### config.mk
export PLATFORM = sky130hd
export DESIGN_NAME = axil_cmd_master_flat
export DESIGN_NICKNAME = d
export VERILOG_FILES = /design/src/rtl/axil_cmd_master_if.sv /design/src/rtl/axil_cmd_master.sv /design/src/flat_wrapper.sv
export SDC_FILE = /design/constraint.sdc
export NUM_CORES = 1
export LEC_CHECK = 0
export ABC_AREA = 1
export CORE_MARGIN = 4
export CORE_UTILIZATION = 40
export CTS_CLUSTER_SIZE = 40
export DETAILED_ROUTE_END_ITERATION = 10
export PLACE_DENSITY = 0.78
export REMOVE_ABC_BUFFERS = 1
export SLEW_MARGIN = 20
export SYNTH_ARGS = -nofsm -noshare
export SYNTH_HDL_FRONTEND = slang
export SYNTH_SLANG_ARGS = --single-unit
### constraint.sdc
create_clock -name ACLK -period 3.8 [get_ports ACLK]
set_clock_uncertainty 0.05 [all_clocks]
set_input_delay 0.38 -clock ACLK [delete_from_list [all_inputs] [get_ports ACLK]]
set_output_delay 0.38 -clock ACLK [all_outputs]
set_load 0.03 [all_outputs]
### src/rtl/axil_cmd_master_if.sv
// Bus bundle for axil_cmd_master: command/response request port plus the AXI4-Lite master channels.
// The master modport is the bridge view; the slave modport is the requester/peripheral side.
interface axil_cmd_master_if #(
  parameter int DATA_WIDTH   = 32,
  parameter int ADDRESS_SIZE = 8
);
  logic                      cmd_valid;
  logic                      cmd_ready;
  logic                      cmd_write;
  logic [ADDRESS_SIZE-1:0]   cmd_addr;
  logic [DATA_WIDTH-1:0]     cmd_wdata;
  logic [DATA_WIDTH/8-1:0]   cmd_wstrb;

  logic                      rsp_valid;
  logic                      rsp_ready;
  logic [DATA_WIDTH-1:0]     rsp_rdata;
  logic [1:0]                rsp_resp;

  logic [ADDRESS_SIZE-1:0]   AWADDR;
  logic                      AWVALID;
  logic                      AWREADY;
  logic [DATA_WIDTH-1:0]     WDATA;
  logic [DATA_WIDTH/8-1:0]   WSTRB;
  logic                      WVALID;
  logic                      WREADY;
  logic [1:0]                BRESP;
  logic                      BVALID;
  logic                      BREADY;
  logic [ADDRESS_SIZE-1:0]   ARADDR;
  logic                      ARVALID;
  logic                      ARREADY;
  logic [DATA_WIDTH-1:0]     RDATA;
  logic [1:0]                RRESP;
  logic                      RVALID;
  logic                      RREADY;

  modport master (
    input  cmd_valid, cmd_write, cmd_addr, cmd_wdata, cmd_wstrb, rsp_ready,
    input  AWREADY, WREADY, BRESP, BVALID, ARREADY, RDATA, RRESP, RVALID,
    output cmd_ready, rsp_valid, rsp_rdata, rsp_resp,
    output AWADDR, AWVALID, WDATA, WSTRB, WVALID, BREADY, ARADDR, ARVALID, RREADY
  );

  modport slave (
    output cmd_valid, cmd_write, cmd_addr, cmd_wdata, cmd_wstrb, rsp_ready,
    output AWREADY, WREADY, BRESP, BVALID, ARREADY, RDATA, RRESP, RVALID,
    input  cmd_ready, rsp_valid, rsp_rdata, rsp_resp,
    input  AWADDR, AWVALID, WDATA, WSTRB, WVALID, BREADY, ARADDR, ARVALID, RREADY
  );
endinterface

### src/rtl/axil_cmd_master.sv
// AXI4-Lite master bridge: one command in, one complete AXI-Lite transaction, one response out.
// All bus-facing outputs come straight from flops; one transaction outstanding at a time.
//
// state   | meaning
// IDLE    | cmd_ready high, waiting for a command
// WR      | AW and W offered independently until both have handshaken
// WR_RESP | BREADY high, waiting for BVALID
// RD_ADDR | ARVALID held until ARREADY
// RD_DATA | RREADY high, waiting for RVALID
// RESP    | rsp_valid held until rsp_ready
module axil_cmd_master #(
  parameter int DATA_WIDTH   = 32,
  parameter int ADDRESS_SIZE = 8
) (
  input logic               ACLK,
  input logic               ARESETn,
  axil_cmd_master_if.master bus
);
  localparam int STRB_WIDTH = DATA_WIDTH / 8;

  typedef enum logic [2:0] {
    IDLE    = 3'd0,
    WR      = 3'd1,
    WR_RESP = 3'd2,
    RD_ADDR = 3'd3,
    RD_DATA = 3'd4,
    RESP    = 3'd5
  } state_t;

  state_t state, state_n;

  logic                    cmd_ready_q, cmd_ready_n;
  logic                    rsp_valid_q, rsp_valid_n;
  logic [DATA_WIDTH-1:0]   rsp_rdata_q, rsp_rdata_n;
  logic [1:0]              rsp_resp_q, rsp_resp_n;
  logic [ADDRESS_SIZE-1:0] awaddr_q, awaddr_n;
  logic                    awvalid_q, awvalid_n;
  logic [DATA_WIDTH-1:0]   wdata_q, wdata_n;
  logic [STRB_WIDTH-1:0]   wstrb_q, wstrb_n;
  logic                    wvalid_q, wvalid_n;
  logic                    bready_q, bready_n;
  logic [ADDRESS_SIZE-1:0] araddr_q, araddr_n;
  logic                    arvalid_q, arvalid_n;
  logic                    rready_q, rready_n;
  logic                    aw_done_q, aw_done_n;
  logic                    w_done_q, w_done_n;

  logic aw_hs, w_hs, ar_hs, b_hs, r_hs;

  assign aw_hs = awvalid_q & bus.AWREADY;
  assign w_hs  = wvalid_q & bus.WREADY;
  assign ar_hs = arvalid_q & bus.ARREADY;
  assign b_hs  = bready_q & bus.BVALID;
  assign r_hs  = rready_q & bus.RVALID;

  always_ff @(posedge ACLK or negedge ARESETn) begin
    if (!ARESETn) begin
      state       <= IDLE;
      cmd_ready_q <= 1'b0;
      rsp_valid_q <= 1'b0;
      rsp_rdata_q <= '0;
      rsp_resp_q  <= '0;
      awaddr_q    <= '0;
      awvalid_q   <= 1'b0;
      wdata_q     <= '0;
      wstrb_q     <= '0;
      wvalid_q    <= 1'b0;
      bready_q    <= 1'b0;
      araddr_q    <= '0;
      arvalid_q   <= 1'b0;
      rready_q    <= 1'b0;
      aw_done_q   <= 1'b0;
      w_done_q    <= 1'b0;
    end else begin
      state       <= state_n;
      cmd_ready_q <= cmd_ready_n;
      rsp_valid_q <= rsp_valid_n;
      rsp_rdata_q <= rsp_rdata_n;
      rsp_resp_q  <= rsp_resp_n;
      awaddr_q    <= awaddr_n;
      awvalid_q   <= awvalid_n;
      wdata_q     <= wdata_n;
      wstrb_q     <= wstrb_n;
      wvalid_q    <= wvalid_n;
      bready_q    <= bready_n;
      araddr_q    <= araddr_n;
      arvalid_q   <= arvalid_n;
      rready_q    <= rready_n;
      aw_done_q   <= aw_done_n;
      w_done_q    <= w_done_n;
    end
  end

  always_comb begin
    state_n     = state;
    rsp_valid_n = rsp_valid_q;
    rsp_rdata_n = rsp_rdata_q;
    rsp_resp_n  = rsp_resp_q;
    awaddr_n    = awaddr_q;
    awvalid_n   = awvalid_q;
    wdata_n     = wdata_q;
    wstrb_n     = wstrb_q;
    wvalid_n    = wvalid_q;
    bready_n    = bready_q;
    araddr_n    = araddr_q;
    arvalid_n   = arvalid_q;
    rready_n    = rready_q;
    aw_done_n   = aw_done_q;
    w_done_n    = w_done_q;

    case (state)
      IDLE: begin
        if (bus.cmd_valid && cmd_ready_q) begin
          if (bus.cmd_write) begin
            awaddr_n  = bus.cmd_addr;
            wdata_n   = bus.cmd_wdata;
            wstrb_n   = bus.cmd_wstrb;
            awvalid_n = 1'b1;
            wvalid_n  = 1'b1;
            aw_done_n = 1'b0;
            w_done_n  = 1'b0;
            state_n   = WR;
          end else begin
            araddr_n  = bus.cmd_addr;
            arvalid_n = 1'b1;
            state_n   = RD_ADDR;
          end
        end
      end
      WR: begin
        // AW and W retire independently; leave only once both have completed.
        if (aw_hs) begin
          awvalid_n = 1'b0;
          aw_done_n = 1'b1;
        end
        if (w_hs) begin
          wvalid_n = 1'b0;
          w_done_n = 1'b1;
        end
        if ((aw_done_q || aw_hs) && (w_done_q || w_hs)) begin
          bready_n = 1'b1;
          state_n  = WR_RESP;
        end
      end
      WR_RESP: begin
        if (b_hs) begin
          bready_n    = 1'b0;
          rsp_resp_n  = bus.BRESP;
          rsp_rdata_n = '0;
          rsp_valid_n = 1'b1;
          state_n     = RESP;
        end
      end
      RD_ADDR: begin
        if (ar_hs) begin
          arvalid_n = 1'b0;
          rready_n  = 1'b1;
          state_n   = RD_DATA;
        end
      end
      RD_DATA: begin
        if (r_hs) begin
          rready_n    = 1'b0;
          rsp_rdata_n = bus.RDATA;
          rsp_resp_n  = bus.RRESP;
          rsp_valid_n = 1'b1;
          state_n     = RESP;
        end
      end
      RESP: begin
        if (bus.rsp_ready) begin
          rsp_valid_n = 1'b0;
          state_n     = IDLE;
        end
      end
      default: begin
        state_n = IDLE;
      end
    endcase

    // Registered so it stays low through reset and rises on the first clock after release.
    cmd_ready_n = (state_n == IDLE);
  end

  assign bus.cmd_ready = cmd_ready_q;
  assign bus.rsp_valid = rsp_valid_q;
  assign bus.rsp_rdata = rsp_rdata_q;
  assign bus.rsp_resp  = rsp_resp_q;
  assign bus.AWADDR    = awaddr_q;
  assign bus.AWVALID   = awvalid_q;
  assign bus.WDATA     = wdata_q;
  assign bus.WSTRB     = wstrb_q;
  assign bus.WVALID    = wvalid_q;
  assign bus.BREADY    = bready_q;
  assign bus.ARADDR    = araddr_q;
  assign bus.ARVALID   = arvalid_q;
  assign bus.RREADY    = rready_q;
endmodule

### src/flat_wrapper.sv
// flat-port wrapper written by rule: the top's interface ports become plain ports
module axil_cmd_master_flat 
#(
  parameter int DATA_WIDTH   = 32,
  parameter int ADDRESS_SIZE = 8
)
  (ACLK, ARESETn, bus_cmd_valid, bus_cmd_write, bus_cmd_addr, bus_cmd_wdata, bus_cmd_wstrb, bus_rsp_ready, bus_AWREADY, bus_WREADY, bus_BRESP, bus_BVALID, bus_ARREADY, bus_RDATA, bus_RRESP, bus_RVALID, bus_cmd_ready, bus_rsp_valid, bus_rsp_rdata, bus_rsp_resp, bus_AWADDR, bus_AWVALID, bus_WDATA, bus_WSTRB, bus_WVALID, bus_BREADY, bus_ARADDR, bus_ARVALID, bus_RREADY);
  axil_cmd_master_if #(.DATA_WIDTH(DATA_WIDTH), .ADDRESS_SIZE(ADDRESS_SIZE)) bus_i ();
  input logic ACLK;
  input logic ARESETn;
  input wire logic [$bits(bus_i.cmd_valid)-1:0] bus_cmd_valid;
  input wire logic [$bits(bus_i.cmd_write)-1:0] bus_cmd_write;
  input wire logic [$bits(bus_i.cmd_addr)-1:0] bus_cmd_addr;
  input wire logic [$bits(bus_i.cmd_wdata)-1:0] bus_cmd_wdata;
  input wire logic [$bits(bus_i.cmd_wstrb)-1:0] bus_cmd_wstrb;
  input wire logic [$bits(bus_i.rsp_ready)-1:0] bus_rsp_ready;
  input wire logic [$bits(bus_i.AWREADY)-1:0] bus_AWREADY;
  input wire logic [$bits(bus_i.WREADY)-1:0] bus_WREADY;
  input wire logic [$bits(bus_i.BRESP)-1:0] bus_BRESP;
  input wire logic [$bits(bus_i.BVALID)-1:0] bus_BVALID;
  input wire logic [$bits(bus_i.ARREADY)-1:0] bus_ARREADY;
  input wire logic [$bits(bus_i.RDATA)-1:0] bus_RDATA;
  input wire logic [$bits(bus_i.RRESP)-1:0] bus_RRESP;
  input wire logic [$bits(bus_i.RVALID)-1:0] bus_RVALID;
  output wire logic [$bits(bus_i.cmd_ready)-1:0] bus_cmd_ready;
  output wire logic [$bits(bus_i.rsp_valid)-1:0] bus_rsp_valid;
  output wire logic [$bits(bus_i.rsp_rdata)-1:0] bus_rsp_rdata;
  output wire logic [$bits(bus_i.rsp_resp)-1:0] bus_rsp_resp;
  output wire logic [$bits(bus_i.AWADDR)-1:0] bus_AWADDR;
  output wire logic [$bits(bus_i.AWVALID)-1:0] bus_AWVALID;
  output wire logic [$bits(bus_i.WDATA)-1:0] bus_WDATA;
  output wire logic [$bits(bus_i.WSTRB)-1:0] bus_WSTRB;
  output wire logic [$bits(bus_i.WVALID)-1:0] bus_WVALID;
  output wire logic [$bits(bus_i.BREADY)-1:0] bus_BREADY;
  output wire logic [$bits(bus_i.ARADDR)-1:0] bus_ARADDR;
  output wire logic [$bits(bus_i.ARVALID)-1:0] bus_ARVALID;
  output wire logic [$bits(bus_i.RREADY)-1:0] bus_RREADY;
  assign bus_i.cmd_valid = bus_cmd_valid;
  assign bus_i.cmd_write = bus_cmd_write;
  assign bus_i.cmd_addr = bus_cmd_addr;
  assign bus_i.cmd_wdata = bus_cmd_wdata;
  assign bus_i.cmd_wstrb = bus_cmd_wstrb;
  assign bus_i.rsp_ready = bus_rsp_ready;
  assign bus_i.AWREADY = bus_AWREADY;
  assign bus_i.WREADY = bus_WREADY;
  assign bus_i.BRESP = bus_BRESP;
  assign bus_i.BVALID = bus_BVALID;
  assign bus_i.ARREADY = bus_ARREADY;
  assign bus_i.RDATA = bus_RDATA;
  assign bus_i.RRESP = bus_RRESP;
  assign bus_i.RVALID = bus_RVALID;
  assign bus_cmd_ready = bus_i.cmd_ready;
  assign bus_rsp_valid = bus_i.rsp_valid;
  assign bus_rsp_rdata = bus_i.rsp_rdata;
  assign bus_rsp_resp = bus_i.rsp_resp;
  assign bus_AWADDR = bus_i.AWADDR;
  assign bus_AWVALID = bus_i.AWVALID;
  assign bus_WDATA = bus_i.WDATA;
  assign bus_WSTRB = bus_i.WSTRB;
  assign bus_WVALID = bus_i.WVALID;
  assign bus_BREADY = bus_i.BREADY;
  assign bus_ARADDR = bus_i.ARADDR;
  assign bus_ARVALID = bus_i.ARVALID;
  assign bus_RREADY = bus_i.RREADY;
  axil_cmd_master #(.DATA_WIDTH(DATA_WIDTH), .ADDRESS_SIZE(ADDRESS_SIZE)) u_core (.ACLK(ACLK), .ARESETn(ARESETn), .bus(bus_i));
endmodule
==> impl_metrics.tcl <==
set metrics [dict create \
    path_cells "nor2_4 -> nand2_2 -> nor3_4 -> buf_4 -> inv_2 -> nand2_1 -> nand2_1" \
    cp_common_cell "nand2_1" \
    synth_area_leaders "dfrtp_1 63%, nand2_1 26%, inv_1 2.1%" \
    synth_top_area_share_pct 62.86 \
    via_per_inst 4.551 \
    end_kind "flip-flop" \
    syn_area_um2 3901 \
    ys_warn_count 0 \
    wl_met2_um 4891 \
    fin_crit_ns 2.171 \
    power_density_nw_per_um2 318.4 \
    synth_cell_types 17 \
    grt_usage_pct 18.15 \
    final_net_count 727 \
    drt-met1-wl_um 4363 \
    htreeDepth 3 \
    gp_congestion 0.7885 \
    fp.coreArea_um2 9371 \
    grt_pass1_vias 3491 \
    max_slew_margin_pct 44.38 \
    io_buffers 182 \
    crit_arrival_ns 2.35 \
    critPathBufInv 2 \
    tightest_slew_ns 0.8330 \
    cts_buffers 9 \
    die_area_um2 11400 \
    maxCapViolCount 0 \
    drtPass1Iterations 4 \
    yosysSeqAreaShare_pct 62.86 \
    synth-seq-cells 98 \
    avgRoutedWirePerCell_um 13.47 \
    hold_violations 0 \
    cts_root_buf "clkbuf_8" \
    total_power_uw 1935 \
    numClockSinks 98 \
    dieHeight_um 106.8 \
    drv_slew 0 \
    route.detailed.drc 0 \
    yosys.area.top_type "dfrtp_1" \
    max_freq_mhz 460.7 \
    grt_pass1_wl_um 16730 \
    hold_class "in2async" \
    worstPathRequired_ns 3.98 \
    leakage_uw 0.003107 \
    top_layer_used "met4" \
    core.rowCount 35 \
    place_hpwl_um 7856 \
    grt_setup_unrepaired "false" \
    ir_worst_vdd_mv 0.2124 \
    start_kind "flip-flop" \
    area_growth_syn_to_layout_pct 55.77 \
    antenna_found_initial 0 \
    clk_path_buf_depth 2 \
    overflow 0 \
    initial_utilization_pct 41.63 \
    cts_tree "done" \
    die_w_um 106.8 \
    grt_max_degree 55 \
    path_delay_family "buffers and inverters" \
    routed_wl_um 10370 \
    final_antenna_net_count 0 \
    n_antenna_cell 0 \
    worst-path-max-fanout 54 \
    dr_wl_met3_um 927 \
    cpMaxStageDelayCell "dfrtp_1" \
    clk_latency_ns 0.34 \
    layout-drive-gt1-share_pct 4.056 \
    clkTransAtPathRegs_ns 0.10 \
    finalSetupViolations 0 \
    status "complete, no violations" \
    pin_count 183 \
    synthCells 455 \
    final.setup.tns_ns 0 \
    synth_area_per_cell_um2 8.574 \
    drtIter0Drc 202 \
    max_stage_delay_ns 0.47 \
    post-route-period-util_pct 57.12 \
    vias 3504 \
    crit_type "reg2reg" \
]
-- path summary, 6_finish.rpt --
| kind | start | end | slack [ns] | depth (start not counted) |
|---|---|---|---|---|
| max in group asynchronous | ARESETn | u_core.bus.WDATA[14] | 2.52 | 3 |
| min in group ACLK | u_core.bus.rsp_rdata[12] | u_core.bus.rsp_rdata[12] | 0.42 | 2 |
| setup / recovery | u_core.state[1] | u_core.bus.WDATA[26] | 1.63 | 7 |
| setup reg to reg | u_core.state[1] | u_core.bus.WDATA[26] | 1.63 | 7 |
| hold reg to reg | u_core.bus.rsp_rdata[12] | u_core.bus.rsp_rdata[12] | 0.42 | 2 |
| hold / removal | ARESETn | u_core.bus.rsp_rdata[4] | 0.35 | 2 |
-- power by group --
group | internal [uW] | switching [uW]
Combinational | 82.5 | 37.7
Sequential | 1040 | 0
Clock | 435 | 339
Total | 1560 | 376
-- kinds of logic after synthesis --
kind of cell / share of synthesized area (%)
buffers and inverters: 4.233
and+or+nand+nor: 30.02
DFF: 62.86
AOI/OAI and AO/OA: 2.887
-- synth_stat cells --
cell type  instances
nand2_2            1
nor3_4             1
buf_2             15
nand4_1            4
clkbuf_1           1
a21oi_1            2
a21boi_0           1
nor2_1             7
inv_1             22
nand2_1          268
nand3_2            2
dfrtp_1           98
nor2_4             1
o21ai_0           11
o21ai_1            8
inv_2              1
nand3_1           12
-- per-layer routing --
layer,up-vias,global-route usage [%]
met5,-,0
met4,0,6.119
met3,15,6.020
met2,136,30.40
met1,1609,22.03
li1,1744,-
-- cell usage in the layout, fill, tap and decap left out, types with 2 or more instances in the layout --
cell type,instances
nor2_1,6
nand3_1,12
nand4_1,4
o21ai_0,11
dfrtp_1,98
bufinv_16,3
buf_4,5
clkdlybuf4s50_1,181
a21oi_1,2
clkbuf_8,9
o21ai_1,8
nand3_2,2
nand2_1,268
inv_1,22
-- stage by stage --
| stage | hold WS [ns] | worst slack (ns) | std cells | instance area [um2] | utilization, % |
|---|---|---|---|---|---|
| 6_report | 0.3462 | 1.629 | 770 | 6077 | 64.85 |
| 5_1_grt | 0.3464 | 1.423 | 770 | 6077 | 64.85 |
| 4_1_cts | 0.3181 | 1.596 | 770 | 6077 | 64.85 |
| 3_5_place_dp | 0.1538 | 1.367 | 754 | 5836 | 62.27 |
| 3_3_place_gp | 0.1525 | 1.438 | 754 | 5836 | 62.27 |
| 2_1_floorplan | 0.03441 | 1.495 | 439 | 3822 | - |
-- layout make-up --
class                           instances  area [um2]
Clock buffer                           10       127.6
Clock inverter                          5       103.9
Fill cell                             821        3294
Inverter                               23       86.33
Multi-Input combinational cell        318        1286
Sequential cell                        98        2452
Tap cell                              129       161.4
Timing Repair Buffer                  187        1859
-- registers in the layout, indices dropped and copies added, names as in the netlist --
name	flops
u_core.w_done_q	1
u_core.bus.AWVALID	1
u_core.bus.cmd_ready	1
u_core.state	3
u_core.bus.rsp_rdata	32
u_core.aw_done_q	1
u_core.bus.ARADDR	8
u_core.bus.rsp_resp	2
u_core.bus.AWADDR	8
u_core.bus.rsp_valid	1
u_core.bus.BREADY	1
u_core.bus.ARVALID	1
u_core.bus.RREADY	1
u_core.bus.WSTRB	4
u_core.bus.WVALID	1
u_core.bus.WDATA	32
-- timing repair --
action,in CTS,in global routing
hold endpoints to repair,7,0
hold buffers,1,0
buffers inserted,0,0
gates resized for setup,0,0
No activity file was read; power rests on OpenSTA's default activity.
